**config.mk**
```make
export PLATFORM = sky130hd
export DESIGN_NAME = slider_key_cmd
export DESIGN_NICKNAME = d
export VERILOG_FILES = /design/src/rtl/slider_key_cmd.sv
export SDC_FILE = /design/constraint.sdc
export NUM_CORES = 1
export LEC_CHECK = 0
export CAP_MARGIN = 10
export CORE_MARGIN = 2
export CORE_UTILIZATION = 40
export CTS_CLUSTER_SIZE = 30
export DETAILED_ROUTE_END_ITERATION = 8
export MAX_ROUTING_LAYER = met4
export PLACE_DENSITY = 0.61
export SLEW_MARGIN = 10
export SYNTH_ARGS = -nofsm -noshare
export SYNTH_HDL_FRONTEND = slang
export SYNTH_SLANG_ARGS = --single-unit
```
**constraint.sdc**
```tcl
create_clock -name iVGA_CLK -period 3.25 [get_ports iVGA_CLK]
set_input_delay 0.325 -clock iVGA_CLK [delete_from_list [all_inputs] [get_ports iVGA_CLK]]
set_output_delay 0.325 -clock iVGA_CLK [all_outputs]
set_load 0.05 [all_outputs]
```
**src/rtl/slider_key_cmd.sv**
```systemverilog
// ---------------------------------------------------------------------------
// slider_key_cmd
//
// Turns four raw push-buttons into one-cycle step strobes for the slider
// position block. Each key is polarity-normalised, passed through a 2-flop
// synchroniser, debounced, and then fed to a repeat FSM. The FSM emits one
// step on press, a second step REPEAT_DELAY cycles later, and then one step
// every repeat period while the key stays held.
//
// Optional feature (compile-time macro SLIDER_KEY_ACCEL_EN):
//   After ACCEL_COUNT repeat pulses, the repeat period drops to
//   max(1, REPEAT_PERIOD/2). When the macro is undefined, the period is
//   always REPEAT_PERIOD and no pulse counter is built.
//
// Ports:
//   iVGA_CLK      clock (all logic in this domain)
//   iRST          synchronous, active-high reset
//   iKEY_go       raw key, +x
//   iKEY_back     raw key, -x
//   iKEY_up       raw key, -y
//   iKEY_down     raw key, +y
//   oSlider_go    one-cycle step strobe, +x
//   oSlider_back  one-cycle step strobe, -x
//   oSlider_up    one-cycle step strobe, -y
//   oSlider_down  one-cycle step strobe, +y
//   oKeys_held    registered debounced levels {down, up, back, go}
// ---------------------------------------------------------------------------
module slider_key_cmd #(
    parameter int unsigned DEBOUNCE_CYCLES = 250000,
    parameter int unsigned REPEAT_DELAY    = 12500000,
    parameter int unsigned REPEAT_PERIOD   = 250000,
    parameter bit          KEY_ACTIVE_LOW  = 1'b1,
    parameter int unsigned ACCEL_COUNT     = 8,
    parameter int unsigned CNT_W           = 24
) (
    input  logic       iVGA_CLK,
    input  logic       iRST,
    input  logic       iKEY_go,
    input  logic       iKEY_back,
    input  logic       iKEY_up,
    input  logic       iKEY_down,
    output logic       oSlider_go,
    output logic       oSlider_back,
    output logic       oSlider_up,
    output logic       oSlider_down,
    output logic [3:0] oKeys_held
);

    localparam logic [CNT_W-1:0] DebTerm    = CNT_W'(DEBOUNCE_CYCLES - 1);
    localparam logic [CNT_W-1:0] DelayTerm  = CNT_W'(REPEAT_DELAY - 1);
    localparam logic [CNT_W-1:0] PeriodTerm = CNT_W'(REPEAT_PERIOD - 1);
    localparam longint unsigned  CntMax     = (64'd1 << CNT_W) - 64'd1;

`ifdef SLIDER_KEY_ACCEL_EN
    localparam int unsigned      FastPeriod = (REPEAT_PERIOD / 2 == 0) ? 1 : REPEAT_PERIOD / 2;
    localparam logic [CNT_W-1:0] FastTerm   = CNT_W'(FastPeriod - 1);
    localparam logic [CNT_W-1:0] AccelTerm  = CNT_W'(ACCEL_COUNT);
`endif

    typedef enum logic [1:0] {
        StIdle,
        StDelay,
        StRepeat
    } rep_state_e;

    // Key vectors are ordered {down, up, back, go}, matching oKeys_held.
    logic [3:0] key_raw;
    logic [3:0] key_norm;
    logic [3:0] deb_lvl;
    logic [3:0] step;
    logic [3:0] pass_mask;
    logic [3:0] strobe_q;
    logic [3:0] held_q;
    logic       x_conflict;
    logic       y_conflict;

    assign key_raw  = {iKEY_down, iKEY_up, iKEY_back, iKEY_go};
    assign key_norm = KEY_ACTIVE_LOW ? ~key_raw : key_raw;

    for (genvar i = 0; i < 4; i++) begin : g_key
        logic             sync1_q;
        logic             sync2_q;
        logic             deb_q;
        logic             step_q;
        logic [CNT_W-1:0] db_cnt_q;
        logic [CNT_W-1:0] rc_q;
        logic [CNT_W-1:0] period_term;
        rep_state_e       state_q;

`ifdef SLIDER_KEY_ACCEL_EN
        logic [CNT_W-1:0] acc_q;
        assign period_term = (acc_q == AccelTerm) ? FastTerm : PeriodTerm;
`else
        assign period_term = PeriodTerm;
`endif

        // Synchroniser and debounce. Reset loads the released level (0).
        always_ff @(posedge iVGA_CLK) begin
            if (iRST) begin
                sync1_q  <= 1'b0;
                sync2_q  <= 1'b0;
                deb_q    <= 1'b0;
                db_cnt_q <= '0;
            end else begin
                sync1_q <= key_norm[i];
                sync2_q <= sync1_q;
                if (sync2_q == deb_q) begin
                    db_cnt_q <= '0;
                end else if (db_cnt_q == DebTerm) begin
                    deb_q    <= sync2_q;
                    db_cnt_q <= '0;
                end else begin
                    db_cnt_q <= db_cnt_q + 1'b1;
                end
            end
        end

        // Repeat FSM. IDLE is only left while the debounced level is high and
        // is re-entered as soon as it drops, so "IDLE with level high" is the
        // rising edge of the debounced level.
        always_ff @(posedge iVGA_CLK) begin
            if (iRST || !deb_q) begin
                state_q <= StIdle;
                rc_q    <= '0;
                step_q  <= 1'b0;
`ifdef SLIDER_KEY_ACCEL_EN
                acc_q   <= '0;
`endif
            end else begin
                unique case (state_q)
                    StIdle: begin
                        step_q  <= 1'b1;
                        rc_q    <= '0;
                        state_q <= StDelay;
                    end
                    StDelay: begin
                        if (rc_q == DelayTerm) begin
                            step_q  <= 1'b1;
                            rc_q    <= '0;
                            state_q <= StRepeat;
                        end else begin
                            step_q <= 1'b0;
                            rc_q   <= rc_q + 1'b1;
                        end
                    end
                    StRepeat: begin
                        if (rc_q == period_term) begin
                            step_q <= 1'b1;
                            rc_q   <= '0;
`ifdef SLIDER_KEY_ACCEL_EN
                            if (acc_q != AccelTerm) begin
                                acc_q <= acc_q + 1'b1;
                            end
`endif
                        end else begin
                            step_q <= 1'b0;
                            rc_q   <= rc_q + 1'b1;
                        end
                    end
                    default: begin
                        step_q  <= 1'b0;
                        rc_q    <= '0;
                        state_q <= StIdle;
                    end
                endcase
            end
        end

        assign deb_lvl[i] = deb_q;
        assign step[i]    = step_q;
    end

    // Opposing keys held together cancel each other's strobes; their FSMs
    // keep running so the survivor resumes on its existing cadence.
    assign x_conflict = deb_lvl[0] & deb_lvl[1];
    assign y_conflict = deb_lvl[2] & deb_lvl[3];
    assign pass_mask  = {~y_conflict, ~y_conflict, ~x_conflict, ~x_conflict};

    always_ff @(posedge iVGA_CLK) begin
        if (iRST) begin
            strobe_q <= 4'b0000;
            held_q   <= 4'b0000;
        end else begin
            strobe_q <= step & pass_mask;
            held_q   <= deb_lvl;
        end
    end

    assign oSlider_go   = strobe_q[0];
    assign oSlider_back = strobe_q[1];
    assign oSlider_up   = strobe_q[2];
    assign oSlider_down = strobe_q[3];
    assign oKeys_held   = held_q;

    // Every timing parameter must be at least 1 and fit in a CNT_W counter.
    param_fit_a: assert property (@(posedge iVGA_CLK)
        (DEBOUNCE_CYCLES >= 1) && (REPEAT_DELAY >= 1) && (REPEAT_PERIOD >= 1) &&
        (64'(DEBOUNCE_CYCLES) <= CntMax) && (64'(REPEAT_DELAY) <= CntMax) &&
        (64'(REPEAT_PERIOD) <= CntMax) && (64'(ACCEL_COUNT) <= CntMax));

endmodule
```
======== After elaboration in Yosys (flattened, before gate mapping) ========
Index checks and enable logic that the tools add are counted.
storage, ports and cells
  register bits after elaboration ......... 224
  latch bits .............................. 0
  RAM bits ................................ 0
  memory bits (read-only) ................. 0
  output and inout port bits .............. 8
  memories ................................ 0
operators by class
  add/subtract/negate cells ............... 8
  multiply operators ...................... 0
  divide/modulo/power cells ............... 0
  $lt $le $gt $ge ......................... 0
  eq/ne operators ......................... 28
  shifts and indexed selects .............. 0
  mux-type cells .......................... 32
  bitwise logic cells ..................... 14
  reductions and logical operators ........ 24
operators with widths
  cell                                                               count
  24-bit by 1-bit adder with 24-bit output, second input constant    8
  24-bit by 18-bit == test with 1-bit output, second input constant  8
  24-bit 2-to-1 mux                                                  8
  24-bit one-hot mux with 2 select lines                             4
  24-bit == test, second input constant                              4
  2-bit one-hot mux with 3 select lines                              4
  2-bit AND reduction                                                8
  1-bit one-hot mux with 3 select lines                              4
  3-bit OR reduction                                                 4
  1-bit NOT                                                          10
  2-bit by 1-bit == test with 1-bit output, second input constant    4
  2-bit == test, second input constant                               4
  2-bit zero test                                                    4
  1-bit 2-to-1 mux                                                   8
  2-bit 2-to-1 mux                                                   4
  2-bit inequality test, second input constant                       4
  4-bit AND                                                          1
  1-bit == test                                                      4
  1-bit zero test                                                    4
  1-bit logical OR                                                   4
  4-bit NOT                                                          1
  1-bit AND                                                          2

======== Logic depth before layout (Yosys ltp) ========
Gate-level depths: netlist of run 1.
  depth after elaboration ................. 3
  depth in mapped cells ................... 8
  mapped depth without buffers ............ 6

======== Worst setup path before layout of run 1 ========
No wires, ideal clock.
  kind .................................... reg-to-reg
  start point ............................. reg g_key[0].rc_q[0]
  end point ............................... reg g_key[0].rc_q[15]
  setup time .............................. 0.117 ns
  arrival time ............................ 1.960 ns
  slack ................................... 1.173 ns
  cell stages (with the launch flop) ...... 8
  period minus slack after synthesis ...... 2.077 ns
  cells stage by stage .................... dfxtp_1 ha_1 nand3_1 or4b_1 nor4_1 o22a_1 buf_2 nor2_1
between the ends
  word-level cells in the longest chain between the ends .. 3
  elaborated cells on any way between the ends .. 6
  those cells by class .................... 1 x add/sub; 2 x eq/ne; 3 x mux
ends and longest elaborated chain
  what                                                              RTL line  source
  from (decl)                                                       86        logic [CNT_W-1:0] rc_q;
  from (signal assigned)                                            143       rc_q <= rc_q + 1'b1;
  from (signal assigned)                                            157       rc_q <= rc_q + 1'b1;
  24-bit by 1-bit adder with 24-bit output (tied with other cells)  143, 157
  24-bit 2-to-1 mux (on tied branches)                              147, 137
  24-bit one-hot mux with 2 select lines (*)                        130       unique case (state_q)
Every way passes the cells marked *; elsewhere a longest branch is shown, timed or not.
A chain may end at the register's enable or synchronous reset.

======== Final worst setup path of run 1 ========
  start point ............................. reg g_key[0].rc_q[0]
  end point ............................... reg g_key[0].rc_q[7]
Same word-level chain as after synthesis.

==> results of run 1 <==
[power groups by stage]
stage | registers, W | clock network, W | logic [W]
6_report | 0.00276 | 0.00292 | 0.0000309
5_1_grt | 0.00275 | 0.00313 | 0.0000342
4_1_cts | 0.00276 | 0.00302 | 0.0000318
3_5_place_dp | 0.00282 | 0 | 0.0000316
3_3_place_gp | 0.00282 | 0 | 0.0000316
2_1_floorplan | 0.00281 | 0 | 0.0000195
[per-layer routing]
layer,track usage,share of wire
met1,0.193,0.52
met3,0.0212,0.026
met5,-,0
met4,0.0434,0.025
met2,0.226,0.43
[flip-flops by register name, summed over array words and instances (netlist names)]
register        flops
g_key.db_cnt_q     96
g_key.deb_q         4
g_key.rc_q         96
g_key.state_q       8
g_key.step_q        4
g_key.sync1_q       4
g_key.sync2_q       4
oKeys_held          4
strobe_q            4
[kinds of logic (layout without fill, tap and decap cells)]
group	Yosys count	after routing	share of synthesized area
AND/OR/NAND/NOR	611	611	0.308
flip-flops	224	224	0.449
XOR/XNOR	178	178	0.156
buffers and inverters	65	95	0.0277
AO/OA/AOI/OAI	26	26	0.0218
adder cells (fa/ha/maj)	24	24	0.0300
multiplexers	8	8	0.00801
[cells in the mapped netlist, types with 3 or more instances]
cell,count,share of area
o41ai_1,4,0.0035
dfxtp_1,224,0.45
nor2b_1,8,0.0050
nor4_1,29,0.018
or4_1,8,0.0060
inv_1,31,0.012
nor4b_1,13,0.011
xnor2_1,79,0.069
nor2_1,238,0.089
mux2i_1,8,0.0080
a21oi_1,8,0.0040
nand4_1,53,0.033
a211oi_1,3,0.0023
clkbuf_1,17,0.0064
and3_1,30,0.019
nand3_1,84,0.042
xor2_1,99,0.087
and2_1,6,0.0038
or2_2,4,0.0025
nand2b_1,7,0.0044
ha_1,24,0.030
nand2_1,68,0.026
and4_1,24,0.021
buf_2,14,0.0070
or4b_2,4,0.0040
nor3_1,23,0.012
[through the flow]
step / instances / power (W) / instance area [um2] / hold slack, ps / utilization
after detailed placement: 1446 / 0.00285 / 10400 / 418 / 0.426
after global placement: 1446 / 0.00285 / 10400 / 415 / 0.426
after global routing: 1490 / 0.00592 / 11300 / 304 / 0.462
final: 1490 / 0.00571 / 11300 / 325 / 0.462
after floorplan: 1136 / 0.00283 / 10000 / 392 / -
after CTS: 1490 / 0.00581 / 11300 / 301 / 0.462
[worst min path at each step]
stage / start / endpoint / slack (ps)
6_report: iKEY_go / g_key[0].sync1_q$_SDFF_PP0_ / 330
5_1_grt: iKEY_go / g_key[0].sync1_q$_SDFF_PP0_ / 300
4_1_cts: iKEY_go / g_key[0].sync1_q$_SDFF_PP0_ / 300
3_5_place_dp: g_key[3].step_q$_SDFF_PP0_ / strobe_q[3]$_SDFF_PP0_ / 420
3_3_place_gp: g_key[3].step_q$_SDFF_PP0_ / strobe_q[3]$_SDFF_PP0_ / 410
2_1_floorplan: iKEY_down / g_key[3].sync1_q$_SDFF_PP0_ / 390
[layout make-up]
class | instances | area, um2
fillers | 2359 | 13200
repair buffers | 20 | 183
inverters | 31 | 116
clock buffers | 39 | 791
clock inverters | 5 | 78.8
multi-input cells | 847 | 5240
flip-flops and latches | 224 | 4480
well taps | 324 | 405
==> metrics, run 1 <==
CP delay by family, top=simple AND/OR/NAND/NOR gates; first-pass GRT wire length=32.0 mm; # resized after CTS=0; antenna-violating nets left=0; Final min period=2300 ps; Hold-fix buffers, CTS=0; CTS Buf Count=26; Starting Density=0.409; Worst Tran Pin Value=920 ps; IO buf count=13; Slowest-stage cell, CP=or4b_1; Final Cycle Share=0.707; switch share=0.197; Final TNS setup=0 ps; part of the power in registers=0.483; ys flop type=dfxtp_1; crit-path max FO=24; CP Class=flop to flop; Avg Cell Area, Syn=8.80 um2; GRT Total Usage=0.144; CTS root buf=clkbuf_16; Power Density=506 nW/um2; Placeable Area=24500 um2; r2r endpoint=g_key[0].rc_q[7]$_SDFF_PP0_; clk_lat worst skew=520 ps; Die Area=about 26000 um2; Psw=0.00113 W; hpwl dp=12.2 mm; NumNets Final=roughly 1200; number of global-route vias before repair=7052; Total Wirelength=18.2 mm; Gate power share=0.005; I/O pin count=14; Data arrival, critical path=2700 ps; ant diodes=0; Syn Std Cell Area=10000 um2; reg2reg start=g_key[0].rc_q[0]$_SDFF_PP0_; Setup Buffers After CTS=0; gpl congestion=0.766; CTS tree=yes; status=completed; Critical Path Sink=g_key[0].rc_q[7]$_SDFF_PP0_; RSZ-0062 raised after global routing=false; most frequent cells in the layout=nor2_1 (238), dfxtp_1 (224), xor2_1 (99); Levels on crit path=7; clock sink count=224; TritonRoute pass-1 iters=5; Post-synth ARST share=0; Layout area overhead=13.0%; register area share after synthesis=0.449; final hold viol count=0; Synth Instances=1136; count of final setup violators=0; synthesized net count=between 1000 and 1500; Hold Path Depth=2; Clock Power Share=0.512; Die Span X=162 um; Yosys reg bits=~220; Internal Power=0.00459 W; leakage power=approximately 3.7 nW; peak supply drop=0.401 mV; clk slew on worst S/H paths=60 ps; CP required=3650 ps; Hold Crit Class=input port to flop; Post-synth EDFFs=0; maximum clock path buffer count=3; Unique masters post-synth=45; worst path buffer plus inverter count=1; Std-Cell Rows=57; crit-path max cell delay=slightly below 500 ps; antenna violations before repair=0; DRC violations left=0; DR iter-0 viols=390; setup slack, reg-to-reg=950 ps; Maximum Capacitance Violations=0; commonest non-fill, non-tap cell in the layout=nor2_1; Critical Path Start Type=flop; final worst slack=951 ps; Vias/cell=4.98; Slew HR=0.381; Yosys warnings=0; largest net degree at the start of global routing=25; grt total ovfl=0; layout cells sized above 1=0.0515; Setup crit start=g_key[0].rc_q[0]$_SDFF_PP0_; pre-CTS setup slack=approximately 960 ps; per-cell routed wire length=12.2 um; H-tree depth=1; Slew Viols, Final=0; Critical Path, Cell by Cell=ha_1 -> nand3_1 -> or4b_1 -> nor4_1 -> o22a_1 -> buf_4 -> nor2_1; Max Clk Rate=435 MHz; worst r2r path cells=7; CP endpoint kind=flop; clock skew=approximately 6.3 ps; Die H=162 um; Vias=7418
(Power assumes the default switching activity.)
==> run 2, diff against run 1 <==
Clock period 3.25 ns to 2.2 ns, I/O delays scaled along.
==> metrics, run 2 (synthesized netlist as in run 1, its figures left out) <==
status=completed; leakage power=3.88 nW (+6.3%); Data arrival, critical path=2550 ps (-150 ps); per-cell routed wire length=12.2 um (-0.49%); fill cell count=2327 (-1.4%); gpl congestion=0.825 (+7.7%); Min Hold Slack=216 ps (-109 ps); Final Non-Filler Cells=1526 (+2.4%); Maximum Capacitance Violations=0 (unchanged); CTS root buf=clkbuf_16; Slew Viols, Final=0 (unchanged); Hold Path Depth=2 (unchanged); Starting Density=0.409 (unchanged); worst r2r path cells=6 (-1); Std-Cell Rows=57 (unchanged); H-tree depth=1 (unchanged); CTS tree=yes; DRC violations left=0 (unchanged); TritonRoute pass-1 iters=4 (-1); clock skew=13.0 ps (+6.68 ps); number of global-route vias before repair=7269 (+3.1%); peak supply drop=0.562 mV (+40%); CP endpoint kind=flop; Hold Crit Class=input port to flop; clock sink count=224 (unchanged); GRT Total Usage=0.148 (+0.00336); Final min period=2140 ps (-160 ps); CP Class=flop to flop; antenna violations before repair=0 (unchanged); maximum clock path buffer count=3 (unchanged); Slew HR=0.632 (+0.251); DR iter-0 viols=351 (-10%); Die H=162 um (unchanged); antenna-violating nets left=0 (unchanged); RSZ-0062 raised after global routing=false; largest net degree at the start of global routing=25 (unchanged); Total Wirelength=18.5 mm (+1.9%); clk_lat worst skew=520 ps (about the same); most frequent cells in the layout=nor2_1 (238), dfxtp_1 (224), xor2_1 (99); CP required=2610 ps (-1040 ps); IO buf count=13 (unchanged); hpwl dp=12.3 mm (+1.1%); Worst Tran Pin Value=549 ps (-370 ps); Vias=7540 (+1.6%); Slowest-stage cell, CP=or4_4; I/O pin count=14 (unchanged); Die Area=26300 um2 (unchanged); CTS Buf Count=26 (unchanged); Die Span X=162 um (unchanged); Vias/cell=4.94 (-0.75%); Largest regs=g_key.db_cnt_q (96), g_key.rc_q (96), g_key.state_q (8); final hold viol count=0 (unchanged); Layout area overhead=17.4%; placed cells=1475 (+2.0%); Critical Path Start Type=flop; crit-path max cell delay=540 ps (+50 ps); layout cells sized above 1=0.0807 (+0.0292); Placeable Area=24500 um2 (unchanged); clk slew on worst S/H paths=60 ps (about the same); count of final setup violators=0 (unchanged); cell mode on critical path=or4_4; Max Clk Rate=468 MHz (+7.5%); commonest non-fill, non-tap cell in the layout=nor2_1; Final Cycle Share=0.972 (+0.265); Hold-fix buffers, CTS=0 (unchanged); NumNets Final=1212 (+2.7%); Final TNS setup=0 ps (unchanged); Critical Path, Cell by Cell=or4_4 -> or4_4 -> o41ai_4 -> buf_4 -> o22a_4 -> nor2_1; first-pass GRT wire length=32.8 mm (+2.5%); Util after Layout=0.480 (+0.0181); crit-path max FO=12 (-50%); Power Density=754 nW/um2 (+49%); ant diodes=0 (unchanged); grt total ovfl=0 (unchanged)
[run 2: cell types whose count changed in the layout (fill, tap and decap cells not counted), moves of 3 or more]
cell / change
buf_12: +6
clkbuf_8: -3
buf_4: +24
bufinv_16: +4
[run 2: final timing paths]
kind | startpoint | endpoint | slack (ps)
hold / removal | iKEY_down | g_key[3].sync1_q$_SDFF_PP0_ | 220
setup / recovery | g_key[1].rc_q[6]$_SDFF_PP0_ | g_key[1].rc_q[11]$_SDFF_PP0_ | 60
hold reg to reg | g_key[3].step_q$_SDFF_PP0_ | strobe_q[3]$_SDFF_PP0_ | 430
setup reg to reg | g_key[1].rc_q[6]$_SDFF_PP0_ | g_key[1].rc_q[11]$_SDFF_PP0_ | 60
[run 2: timing repair]
action | in CTS | in global routing
pin swaps | 0 | 2
endpoints found under the setup margin | 3 | 70
setup buffers | 0 | 1
resized for setup | 1 | 4
cloned | 0 | 2
[run 2: cell type report]
| type | instances | area, um2 | share of cell area |
|---|---|---|---|
| clock buffer | 38 | 757 | 0.0645 |
| clock inverter | 10 | 203 | 0.0173 |
| inverter | 31 | 116 | 0.00992 |
| multi-input combinational | 849 | 5290 | 0.450 |
| sequential | 224 | 4480 | 0.382 |
| tap | 324 | 405 | 0.0345 |
| timing repair buffer | 50 | 483 | 0.0412 |
[run 2: through the flow]
stage | cell area (um2) | setup slack, ps | power, W
finish | 11700 | 61.7 | 0.00885
global placement | 10700 | 110 | 0.00422
global route | 11700 | 12.9 | 0.00916
detailed placement | 10700 | 32.9 | 0.00422
floorplan | 10000 | 123 | 0.00419
CTS | 11700 | 8.40 | 0.00897
[run 2: routing by layer]
metal / part of all wire / GRT usage
met2: 0.44 / 0.236
met1: 0.51 / 0.195
met4: 0.019 / 0.0362
met3: 0.030 / 0.0255
met5: 0 / -
[run 2: power by group]
group | internal, W | total (W) | switching, W
Sequential | 0.00407 | 0.00407 | 0.00000495
Clock | 0.00308 | 0.00472 | 0.00165
Combinational | 0.0000270 | 0.0000557 | 0.0000287
Total | 0.00717 | 0.00885 | 0.00168
[run 2: critical path: cells and delay by family, from the launching register on]
kind	cells	cell delay, ps
flip-flops	1	330
buffers and inverters	1	190
AND/OR/NAND/NOR	3	1060
AO/OA/AOI/OAI	2	440
==> run 3, diff against run 2 <==
Settings changed: PLACE_DENSITY 0.61 to default.
==> metrics, run 3 (synthesized netlist as in run 1, its figures left out) <==
clk slew on worst S/H paths=60 ps (about the same); crit-path max cell delay=540 ps (about the same); Hold Crit Class=input port to flop; CP required=2600 ps (about the same); total power=0.00839 W (-5.3%); Slew HR=0.632 (about the same); CP delay by family, top=simple AND/OR/NAND/NOR gates; Final min period=2180 ps (+37.0 ps); cell area after layout=11700 um2 (-0.59%); NumNets Final=1217 (+0.41%); Slowest-stage cell, CP=or4_4; Die Span X=162 um (unchanged); Maximum Capacitance Violations=0 (unchanged); final worst slack=24.7 ps (-37.0 ps); hpwl dp=12.4 mm (+1.0%); CTS root buf=clkbuf_16; Die Area=26300 um2 (unchanged); CTS tree=yes; Vias=7624 (+1.1%); Worst Tran Pin Value=549 ps (+0.153 ps); largest net degree at the start of global routing=25 (unchanged); crit-path max FO=6 (-6); TritonRoute pass-1 iters=5 (+1); DR iter-0 viols=380 (+8.3%); DRC violations left=0 (unchanged); clock sink count=224 (unchanged); layout cells sized above 1=0.0855 (+0.00485); Data arrival, critical path=2580 ps (+30 ps); Levels on crit path=6 (unchanged); area post-placement=10700 um2 (+0.28%); worst path buffer plus inverter count=1 (unchanged); Critical Path Start Type=flop; Die H=162 um (unchanged); antenna violations before repair=0 (unchanged); gpl congestion=0.823 (-0.27%); Std-Cell Rows=57 (unchanged); CP endpoint kind=flop; ant diodes=0 (unchanged); reg2reg start=g_key[1].rc_q[6]$_SDFF_PP0_; Placeable Area=24500 um2 (unchanged); Power Density=719 nW/um2 (-4.7%); Slew Viols, Final=0 (unchanged); final hold viol count=0 (unchanged); count of final setup violators=0 (unchanged); pre-CTS setup slack=56.1 ps (+23.2 ps); Hold Path Depth=2 (unchanged); maximum clock path buffer count=3 (unchanged); Max Clk Rate=460 MHz (-1.7%); clock skew=7.71 ps (-5.26 ps); grt total ovfl=0 (unchanged); commonest non-fill, non-tap cell in the layout=nor2_1; hold_sp=iKEY_down; status=completed; clk_lat worst skew=510 ps (about the same); first-pass GRT wire length=32.5 mm (-0.90%); Final TNS setup=0 ps (unchanged); most frequent cells in the layout=nor2_1 (238), dfxtp_1 (224), xor2_1 (99); CP Class=flop to flop; CTS Buf Count=25 (-3.8%); number of global-route vias before repair=7059 (-2.9%); Largest regs=g_key.db_cnt_q (96), g_key.rc_q (96), g_key.state_q (8); peak supply drop=0.597 mV (+6.1%); Vias/cell=4.99 (+0.98%); GRT Total Usage=0.148 (about the same); H-tree depth=1 (unchanged); Total Wirelength=18.8 mm (+1.4%); I/O pin count=14 (unchanged); Starting Density=0.409 (unchanged); IO buf count=13 (unchanged); antenna-violating nets left=0 (unchanged); Final Non-Filler Cells=1528 (+0.13%); Hold-fix buffers, CTS=0 (unchanged); cell mode on critical path=or4_4; Final Cycle Share=0.989 (+0.0168); Layout area overhead=16.7%; per-cell routed wire length=12.3 um (+1.3%); worst r2r path cells=6 (unchanged); Critical Path, Cell by Cell=or4_4 -> or4_4 -> o41ai_4 -> buf_4 -> o22a_2 -> nor2_1; leakage power=3.87 nW (-0.35%); fill cell count=2351 (+1.0%); Setup crit start=g_key[1].rc_q[6]$_SDFF_PP0_; placed cells=1479 (+0.27%)
-- run 3: cell count changes in the layout (fill, tap and decap cells not counted), sizes merged --
cell    previous run  this run
clkbuf            38        34
o22a               5         6
clkinv             3         6
buf               37        42
bufinv             6         3
-- run 3: layout make-up --
class	count	area [um2]	area share
clock buffers	34	729	0.0625
clock inverters	10	128	0.0109
inverters	31	116	0.00997
multi-input cells	850	5280	0.453
flip-flops and latches	224	4480	0.384
well taps	324	405	0.0347
repair buffers	55	520	0.0446
-- run 3: timing repair --
action,4_1_cts,5_1_grt
endpoints found under the setup margin,0,48
gates resized for setup,0,3
buffers inserted,0,2
-- run 3: through the flow --
stage | util | hold WS (ps)
after detailed placement | 0.439 | 419
after global routing | 0.477 | 238
after floorplan | - | 287
after global placement | 0.439 | 416
after CTS | 0.474 | 214
final | 0.477 | 230
-- run 3: path summary, 6_finish.rpt --
path,slack (ps),to
min reg2reg,440,strobe_q[0]$_SDFF_PP0_
max,20,g_key[1].rc_q[2]$_SDFF_PP0_
min,230,g_key[3].sync1_q$_SDFF_PP0_
max reg2reg,20,g_key[1].rc_q[2]$_SDFF_PP0_
-- run 3: power by group --
group	internal, W	total, W	switching (W)	leakage, nW
registers	0.00407	0.00407	0.00000524	1.81
clock network	0.00266	0.00426	0.00160	0.427
logic	0.0000264	0.0000543	0.0000279	1.64
total	0.00675	0.00839	0.00164	3.87
-- run 3: worst register-to-register path: cells and delay by family (launching register included) --
| family | cells | cell delay, ps |
|---|---|---|
| DFF | 1 | 330 |
| buffers and inverters | 1 | 190 |
| AOI/OAI and AO/OA | 2 | 500 |
| and+or+nand+nor | 3 | 1050 |
-- run 3: layer usage --
layer	track usage	vias up	routed length [um]
met5	-	-	0
met4	0.0370	0	352
met3	0.0255	25	556
met2	0.232	68	8310
met1	0.198	3524	9590
li1	-	4007	-
